### src/rtl/vga_timing_pkg.sv
// vga_timing_pkg: 640x480@60 timing constants, counter width and
// the qualifier bundle shared by the VGA timing generator.
package vga_timing_pkg;

    function automatic int clog2(input int value);
        int r;
        int v;
        r = 0;
        v = value - 1;
        while (v > 0) begin
            r++;
            v = v >> 1;
        end
        return r;
    endfunction

    localparam int H_VISIBLE_DEF = 640;
    localparam int H_FRONT_DEF   = 16;
    localparam int H_SYNC_DEF    = 96;
    localparam int H_BACK_DEF    = 48;
    localparam int V_VISIBLE_DEF = 480;
    localparam int V_FRONT_DEF   = 10;
    localparam int V_SYNC_DEF    = 2;
    localparam int V_BACK_DEF    = 33;

    localparam int H_TOTAL_DEF =
        H_VISIBLE_DEF + H_FRONT_DEF + H_SYNC_DEF + H_BACK_DEF;
    localparam int V_TOTAL_DEF =
        V_VISIBLE_DEF + V_FRONT_DEF + V_SYNC_DEF + V_BACK_DEF;

    localparam int CNT_W = clog2(
        (H_TOTAL_DEF > V_TOTAL_DEF) ? H_TOTAL_DEF : V_TOTAL_DEF);

    typedef logic [CNT_W-1:0] cnt_t;

    typedef struct packed {
        logic hs;
        logic vs;
        logic da;
        logic fs;
    } qual_t;

endpackage

### src/rtl/vga_timing_sync_delay.sv
// sync_delay: N-stage, W-bit shift register with an
// asynchronous active-low reset to a configurable value.
module sync_delay #(
    parameter int         N       = 1,
    parameter int         W       = 1,
    parameter logic [W-1:0] RST_VAL = '0
) (
    input  logic         clk,
    input  logic         rst_n,
    input  logic [W-1:0] din,
    output logic [W-1:0] dout
);

    logic [W-1:0] stage_q [N];
    logic [W-1:0] stage_d [N];

    always_comb begin
        stage_d[0] = din;
        for (int i = 1; i < N; i++) begin
            stage_d[i] = stage_q[i-1];
        end
    end

    always_ff @(posedge clk or negedge rst_n) begin
        if (!rst_n) begin
            for (int i = 0; i < N; i++) begin
                stage_q[i] <= RST_VAL;
            end
        end else begin
            for (int i = 0; i < N; i++) begin
                stage_q[i] <= stage_d[i];
            end
        end
    end

    assign dout = stage_q[N-1];

endmodule

### src/rtl/vga_timing.sv
// vga_timing: 640x480 scan counters, tiled sprite ROM address and
// sync/active qualifiers delayed to match the ROM read latency.
module vga_timing
    import vga_timing_pkg::*;
#(
    parameter int   H_VISIBLE  = H_VISIBLE_DEF,
    parameter int   H_FRONT    = H_FRONT_DEF,
    parameter int   H_SYNC     = H_SYNC_DEF,
    parameter int   H_BACK     = H_BACK_DEF,
    parameter int   V_VISIBLE  = V_VISIBLE_DEF,
    parameter int   V_FRONT    = V_FRONT_DEF,
    parameter int   V_SYNC     = V_SYNC_DEF,
    parameter int   V_BACK     = V_BACK_DEF,
    parameter logic SYNC_POL   = 1'b0,
    parameter int   IMG_W_LOG2 = 4,
    parameter int   IMG_H_LOG2 = 5,
    parameter int   SCALE_LOG2 = 2,
    parameter int   PIPE_DLY   = 1
) (
    input  logic                             VGA_CLK,
    input  logic                             RESET_N,
    input  logic                             pix_en,
    output logic [IMG_W_LOG2+IMG_H_LOG2-1:0] vaddr,
    output logic [CNT_W-1:0]                 hcount,
    output logic [CNT_W-1:0]                 vcount,
    output logic                             VGA_HS,
    output logic                             VGA_VS,
    output logic                             vga_DA,
    output logic                             frame_start
);

    localparam int AW = IMG_W_LOG2 + IMG_H_LOG2;

    localparam cnt_t H_LAST =
        cnt_t'(H_VISIBLE + H_FRONT + H_SYNC + H_BACK - 1);
    localparam cnt_t V_LAST =
        cnt_t'(V_VISIBLE + V_FRONT + V_SYNC + V_BACK - 1);
    localparam cnt_t H_VIS  = cnt_t'(H_VISIBLE);
    localparam cnt_t V_VIS  = cnt_t'(V_VISIBLE);
    localparam cnt_t HS_BEG = cnt_t'(H_VISIBLE + H_FRONT);
    localparam cnt_t HS_END = cnt_t'(H_VISIBLE + H_FRONT + H_SYNC);
    localparam cnt_t VS_BEG = cnt_t'(V_VISIBLE + V_FRONT);
    localparam cnt_t VS_END = cnt_t'(V_VISIBLE + V_FRONT + V_SYNC);

    localparam qual_t QUAL_RST = '{
        hs: ~SYNC_POL,
        vs: ~SYNC_POL,
        da: 1'b0,
        fs: 1'b0
    };

    cnt_t          h_q, h_d;
    cnt_t          v_q, v_d;
    logic [AW-1:0] vaddr_q, vaddr_d;
    qual_t         qual_now;
    qual_t         qual_dly;

    always_comb begin
        h_d = h_q;
        v_d = v_q;
        if (pix_en) begin
            if (h_q == H_LAST) begin
                h_d = '0;
                v_d = (v_q == V_LAST) ? '0 : v_q + cnt_t'(1);
            end else begin
                h_d = h_q + cnt_t'(1);
            end
        end
    end

    // Built from the next counter value so address and counters
    // register on the same edge.
    always_comb begin
        vaddr_d = '0;
        if (h_d < H_VIS && v_d < V_VIS) begin
            vaddr_d = {
                v_d[SCALE_LOG2+IMG_H_LOG2-1 -: IMG_H_LOG2],
                h_d[SCALE_LOG2+IMG_W_LOG2-1 -: IMG_W_LOG2]
            };
        end
    end

    always_comb begin
        qual_now.hs = (h_q >= HS_BEG && h_q < HS_END)
                    ? SYNC_POL : ~SYNC_POL;
        qual_now.vs = (v_q >= VS_BEG && v_q < VS_END)
                    ? SYNC_POL : ~SYNC_POL;
        qual_now.da = (h_q < H_VIS) && (v_q < V_VIS);
        qual_now.fs = pix_en && (h_q == '0) && (v_q == '0);
    end

    always_ff @(posedge VGA_CLK or negedge RESET_N) begin
        if (!RESET_N) begin
            h_q     <= '0;
            v_q     <= '0;
            vaddr_q <= '0;
        end else begin
            h_q     <= h_d;
            v_q     <= v_d;
            vaddr_q <= vaddr_d;
        end
    end

    sync_delay #(
        .N       (PIPE_DLY),
        .W       ($bits(qual_t)),
        .RST_VAL (QUAL_RST)
    ) u_qual_dly (
        .clk   (VGA_CLK),
        .rst_n (RESET_N),
        .din   (qual_now),
        .dout  (qual_dly)
    );

    assign vaddr       = vaddr_q;
    assign hcount      = h_q;
    assign vcount      = v_q;
    assign VGA_HS      = qual_dly.hs;
    assign VGA_VS      = qual_dly.vs;
    assign vga_DA      = qual_dly.da;
    assign frame_start = qual_dly.fs;

endmodule

### config.mk
export PLATFORM = sky130hd
export DESIGN_NAME = vga_timing
export DESIGN_NICKNAME = d
export VERILOG_FILES = /design/src/rtl/vga_timing_pkg.sv /design/src/rtl/vga_timing_sync_delay.sv /design/src/rtl/vga_timing.sv
export SDC_FILE = /design/constraint.sdc
export NUM_CORES = 1
export LEC_CHECK = 0
export CAP_MARGIN = 10
export CORE_MARGIN = 5
export CORE_UTILIZATION = 40
export CTS_CLUSTER_DIAMETER = 30
export DETAILED_ROUTE_END_ITERATION = 7
export PLACE_DENSITY = 0.65
export SLEW_MARGIN = 10
export SYNTH_ARGS = -nofsm -noshare
export SYNTH_HDL_FRONTEND = slang
export SYNTH_HIERARCHICAL = 1
export SYNTH_SLANG_ARGS = --single-unit
### constraint.sdc
create_clock -name VGA_CLK -period 3.1 [get_ports VGA_CLK]
set_input_delay 0.31 -clock VGA_CLK [delete_from_list [all_inputs] [get_ports VGA_CLK]]
set_output_delay 0.31 -clock VGA_CLK [all_outputs]
set_load 0.02 [all_outputs]
== Yosys cells after proc, flatten, opt, wreduce, memory -nomap -nowiden ==
Cells that the tools add are included.

* Flip-flop bits (word level): 33
* Input bits: 3
* Output and inout bits: 33
* Word-level logic and storage cells: 32

* Add/subtract/negate cells: 2
* Order comparisons: 8
* Eq/ne operators: 2
* Mux-type cells: 8
* Reduce and logical (&&, ||, !) cells: 8

{| class="wikitable"
|+ Operator list
! kind !! count
|-
| 10-bit two-way mux || 5
|-
| 10-bit less-than comparator, second input constant || 3
|-
| 10-bit by 9-bit less-than comparator with 1-bit output, second input constant || 3
|-
| 10-bit by 1-bit adder with 10-bit output, second input constant || 2
|-
| 10-bit equality test, second input constant || 2
|-
| 10-bit zero test || 2
|-
| 10-bit >= comparator, second input constant || 1
|-
| 10-bit by 9-bit >= comparator with 1-bit output, second input constant || 1
|-
| 9-bit two-way mux || 1
|-
| 1-bit logical AND || 6
|-
| 1-bit two-way mux || 2
|}

== Logic depth before layout (Yosys ltp) ==
* Depth after elaboration: 7
* Mapped depth: 8
* Depth with buffers taken out: 7

== By module ==
Netlist, hierarchy kept.

{| class="wikitable"
|+ Modules (own cells, without submodules)
! module !! times used !! cells each !! area an instance (um^2) !! seq. area each (um^2)
|-
| vga_timing || 1 || 171 || 1621.6 || 725.7
|-
| sync_delay || 1 || 4 || 102.6 || 102.6
|}

== Worst setup path before layout ==
OpenSTA, ideal clock, no wires.

* Kind: reg2reg
* Start: reg h_q[5], in the netlist hcount[5]
* End: reg vaddr_q[6], in the netlist vaddr[6]
* Setup time: 139 ps
* Arrival time: 2333 ps
* Data required time: 2961 ps
* Setup slack: 628 ps
* Cell stages (with the launch flop): 8
* Path buffers: 2
* Period minus slack after synthesis: 2472 ps
* Cells stage by stage: dfrtp_1 buf_6 or3_4 or4_4 buf_6 or4_1 o211ai_2 nor3b_1

* Longest elaborated chain between the ends: 6
* Elaborated cells on any way between the ends: 10
* Classes of those cells: 1 x add/sub; 2 x order compare; 1 x eq/ne; 5 x mux; 1 x reduce/logical

{| class="wikitable"
|+ RTL lines
! item !! RTL line !! text
|-
| from (decl) || vga_timing.sv:52 || <nowiki>cnt_t h_q, h_d;</nowiki>
|-
| from (signal assigned) || vga_timing.sv:94 || <nowiki>h_q <= '0;</nowiki>
|-
| from (signal assigned) || vga_timing.sv:98 || <nowiki>h_q <= h_d;</nowiki>
|-
| 10-bit by 1-bit adder with 10-bit output / 10-bit equality test (equally long branches) || vga_timing.sv:66, vga_timing.sv:62 ||
|-
| 10-bit two-way mux || vga_timing.sv:62 || <nowiki>if (h_q == H_LAST) begin</nowiki>
|-
| 10-bit two-way mux || vga_timing.sv:61 || <nowiki>if (pix_en) begin</nowiki>
|-
| 10-bit less-than comparator / 10-bit by 9-bit less-than comparator with 1-bit output (equally long branches) || vga_timing.sv:75 || <nowiki>if (h_d < H_VIS && v_d < V_VIS) begin</nowiki>
|-
| 1-bit logical AND || vga_timing.sv:75 ||
|-
| 9-bit two-way mux (*) || vga_timing.sv:75 ||
|-
| via vaddr_d[6] || vga_timing.sv:54 || <nowiki>logic [AW-1:0] vaddr_q, vaddr_d;</nowiki>
|-
| to (signal assigned) || vga_timing.sv:100 || <nowiki>vaddr_q <= vaddr_d;</nowiki>
|-
| to (decl) || vga_timing.sv:54 ||
|}

Mark *: on every way through the listed nets, which the timed path passes. The rest lies on a longest branch.

== Worst setup path after layout ==
* Start: reg h_q[6], in the netlist hcount[6]
* End: reg vaddr_q[3], in the netlist vaddr[3]

The elaborated chain is that of the path after synthesis.

==> impl_metrics.py <==
metrics = {
    "outcome": {
        "outcome": "finished, final reports clean",
    },
    "sta": {
        "slew_viol_final": 0,
        "tns_ns": 0,
        "grt_setup_unrepaired": "no",
        "clk_skew_ns": 0.00354,
        "worst_slew_pin_slew_ns": 0.533,
        "period_utilization_post_route_pct": 81.8,
        "post-route-worst-setup-slack_ns": 0.564,
        "finalCriticalPeriod_ns": 2.54,
        "hold_viol_final": 0,
        "max_clock_freq_mhz": 394,
        "maxSlewHeadroom_pct": 64.1,
        "finalSetupViolCount": 0,
    },
    "clock_network": {
        "cts_max_path_buffers": 2,
        "clkSinkCount": 33,
        "ctsRootBufferMaster": "sky130_fd_sc_hd__clkbuf_8",
        "count_of_cells_resized_by_post_cts_repair": 0,
        "cts.repair_timing.setup_buffer_count": 0,
        "tritoncts_clock_tree": "yes",
        "path_clk_slew_ns": 0.07,
        "cts-hold-fix-buffers": 0,
        "inserted_clock_buffers": 5,
        "clock_latency_ns": 0.29,
        "cts_htree_levels": 2,
    },
    "synthesis": {
        "yosysWarningCount": 6,
        "synth_async_reset_ratio_pct": 100,
        "synth_top_cells_by_area": "sky130_fd_sc_hd__dfrtp_1 45%, sky130_fd_sc_hd__nand2_1 3.9%, sky130_fd_sc_hd__o21ai_0 3.8%",
        "yosysSeqAreaShare_pct": 48.0,
        "post_synth_design_cell_area_um2": 1720,
        "yosys_most_used_dff": "sky130_fd_sc_hd__dfrtp_1",
        "syn-instance-count": 175,
        "synthesis.nets": 183,
        "ys_ff_latch": 33,
        "synth_edf_count": 0,
        "area_share_of_the_largest_cell_type_after_synthesis_pct": 45.0,
        "synth.lib_cells_used.distinct": 39,
        "synth_top_cell_by_area": "sky130_fd_sc_hd__dfrtp_1",
        "postSynthAreaPerCell_um2": 9.85,
    },
    "placed_design": {
        "place.port_buffers": 35,
        "pre_cts_slack_ns": 0.575,
        "gp_congestion": 0.923,
        "hpwl_um": 3000,
    },
    "flow_run": {
        "maxCapViolCount": 0,
    },
    "power_and_ir_drop": {
        "total_chip_power_uw": 1360,
        "worst_ir_drop_vdd_mv": 0.457,
        "power_density_nw_per_um2": 613,
        "cellLeakagePower_uw": 0.000915,
    },
    "route": {
        "postRouteWirelength_um": 4280,
        "detailedRoute.firstPassIterationCount": 4,
        "route.detailed.drc": 0,
        "vias": 1503,
        "via_per_inst": 5.74,
        "route.detailed.wl_per_inst_um": 16.3,
        "route.antenna.remaining_nets": 0,
        "drtIter0Drc": 97,
    },
    "final_layout": {
        "fillerInstances": 370,
        "fin_nets": 219,
        "final_common_cell": "sky130_fd_sc_hd__clkdlybuf4s50_1",
        "layout.cells.most_common_list": "35 x sky130_fd_sc_hd__clkdlybuf4s50_1, 31 x sky130_fd_sc_hd__dfrtp_1, 18 x sky130_fd_sc_hd__nand2_1",
        "multi_input_comb_area_um2": 812,
        "area_added_between_synthesis_and_finish_pct": 28.8,
        "regArea_um2": 828,
        "antenna_cells": 0,
        "layout_cells_sized_above_1_pct": 10.4,
    },
    "worst_setup_path": {
        "worst_ep_required_time_ns": 3.25,
        "crit_path_start": "hcount[6]",
        "critical_path.max_stage_delay_ns": 0.64,
        "start_to_end_type_of_the_worst_setup_path": "reg2reg",
        "cp_slowest_cell": "sky130_fd_sc_hd__or4_4",
        "cpLargestDelayFamily": "simple AND/OR/NAND/NOR gates",
        "critical_path.max_fanout": 15,
        "crit_chain": "or3_4 > or4_4 > or4_4 > o221ai_2 > nor4_1",
        "timing.critical_path.arrival_ns": 2.69,
        "timing.reg2reg.setup_slack_ns": 0.56,
        "rr_endpoint": "vaddr[3]",
        "worst_r2r_path_depth": 5,
        "timing.critical_path.from_type": "register",
        "timing.critical_path.mode_cell": "sky130_fd_sc_hd__or4_4",
        "cp-end-kind": "register",
        "worst_r2r_startpoint": "hcount[6]",
        "worst-path-buf-inv": 0,
    },
    "grt": {
        "grt_use_total_pct": 16.6,
        "grt_pass1_vias": 1419,
        "antenna_violations_before_repair": 0,
        "gr-total-overflow": 0,
        "grt_first_pass_wirelength_um": 7130,
        "grt_start_max_net_pins": 34,
    },
    "die": {
        "io-pin-count": 36,
        "num_rows": 23,
        "die-height_um": 75.7,
        "core-area_um2": 4090,
        "initial_core_util_pct": 42.2,
        "width_of_the_die_um": 75.7,
        "die_area_um2": 5720,
    },
    "worst_hold_path": {
        "worstHoldPathType": "in2async",
    },
}
area by class of cell:
cell class              instances  share of cell area (%)
flip-flops and latches         33                    37.3
multi-input cells             126                    36.6
repair buffers                 39                    17.1
clock buffers                   5                    3.10
well taps                      50                    2.82
clock inverters                 3                    2.08
inverters                       6                    1.01
worst reg2reg max path: cells and delay by family (launching register included):
kind            cells  cell delay, ns
compound gates      1            0.20
flops               1            0.48
simple gates        4            1.74
routing by layer:
layer  global-route usage [%]  up-vias  wire [um]
li1                         -      704          -
met1                     22.3      727       1880
met2                     25.4       66       2000
met3                     5.28        6        343
met4                     5.44        0         57
met5                        0        -          0
state kept, by name, indices dropped and copies added (netlist names):
| signal | cells |
|---|---|
| hcount | 10 |
| vcount | 10 |
| vaddr | 9 |
| u_qual_dly/dout | 4 |
how the worst max path moves through the flow:
stage / to / slack [ns] / cells past startpoint
2_1_floorplan: vaddr[6] / 0.63 / 7
4_1_cts: vaddr[7] / 0.56 / 5
6_report: vaddr[3] / 0.56 / 5
5_1_grt: vaddr[7] / 0.37 / 6
3_5_place_dp: vaddr[3] / 0.57 / 6
3_3_place_gp: vaddr[2] / 0.63 / 5
synth_stat cells (2+ instances only):
master                     number
sky130_fd_sc_hd__clkbuf_1       6
sky130_fd_sc_hd__nor2_1        12
sky130_fd_sc_hd__ha_1           5
sky130_fd_sc_hd__inv_1          6
sky130_fd_sc_hd__xor2_1         4
sky130_fd_sc_hd__and4_1         2
sky130_fd_sc_hd__nor4_1         6
sky130_fd_sc_hd__a21oi_1        5
sky130_fd_sc_hd__nor3_1         4
sky130_fd_sc_hd__or4_4          2
sky130_fd_sc_hd__o21ai_0       13
sky130_fd_sc_hd__xnor2_1        7
sky130_fd_sc_hd__nand3_1        9
sky130_fd_sc_hd__nand2b_1       2
sky130_fd_sc_hd__o21ai_1        2
sky130_fd_sc_hd__nand4_1        5
sky130_fd_sc_hd__buf_6          3
sky130_fd_sc_hd__nand2_1       18
sky130_fd_sc_hd__dfstp_2        2
sky130_fd_sc_hd__nor3b_1        5
sky130_fd_sc_hd__or4_1          3
sky130_fd_sc_hd__dfrtp_1       31
sky130_fd_sc_hd__and3_1         5
sky130_fd_sc_hd__a31oi_1        3
metrics by stage:
step	util, %	cells	hold slack, ns	area (um^2)
after global routing	54.3	262	0.469	2220
after detailed placement	51.5	254	0.574	2110
after global placement	51.5	254	0.548	2110
final	54.3	262	0.429	2220
after floorplan	-	175	0.0144	1720
after CTS	54.3	262	0.433	2220
report_power, final:
part	internal, uW	total (uW)	switching (uW)
Sequential	494	573	79.6
Combinational	183	384	201
Clock	240	405	165
Total	917	1360	445
cells by family after synthesis:
logic type | count (synthesis) | share of synthesized area (%)
AO/OA/AOI/OAI | 31 | 12.3
XOR/XNOR | 11 | 5.59
adder cells (fa/ha/maj) | 5 | 3.63
buffers and inverters | 16 | 4.86
flip-flops | 33 | 48.0
AND/OR/NAND/NOR | 79 | 25.6
Note: power is estimated with default switching activity, not from simulation.
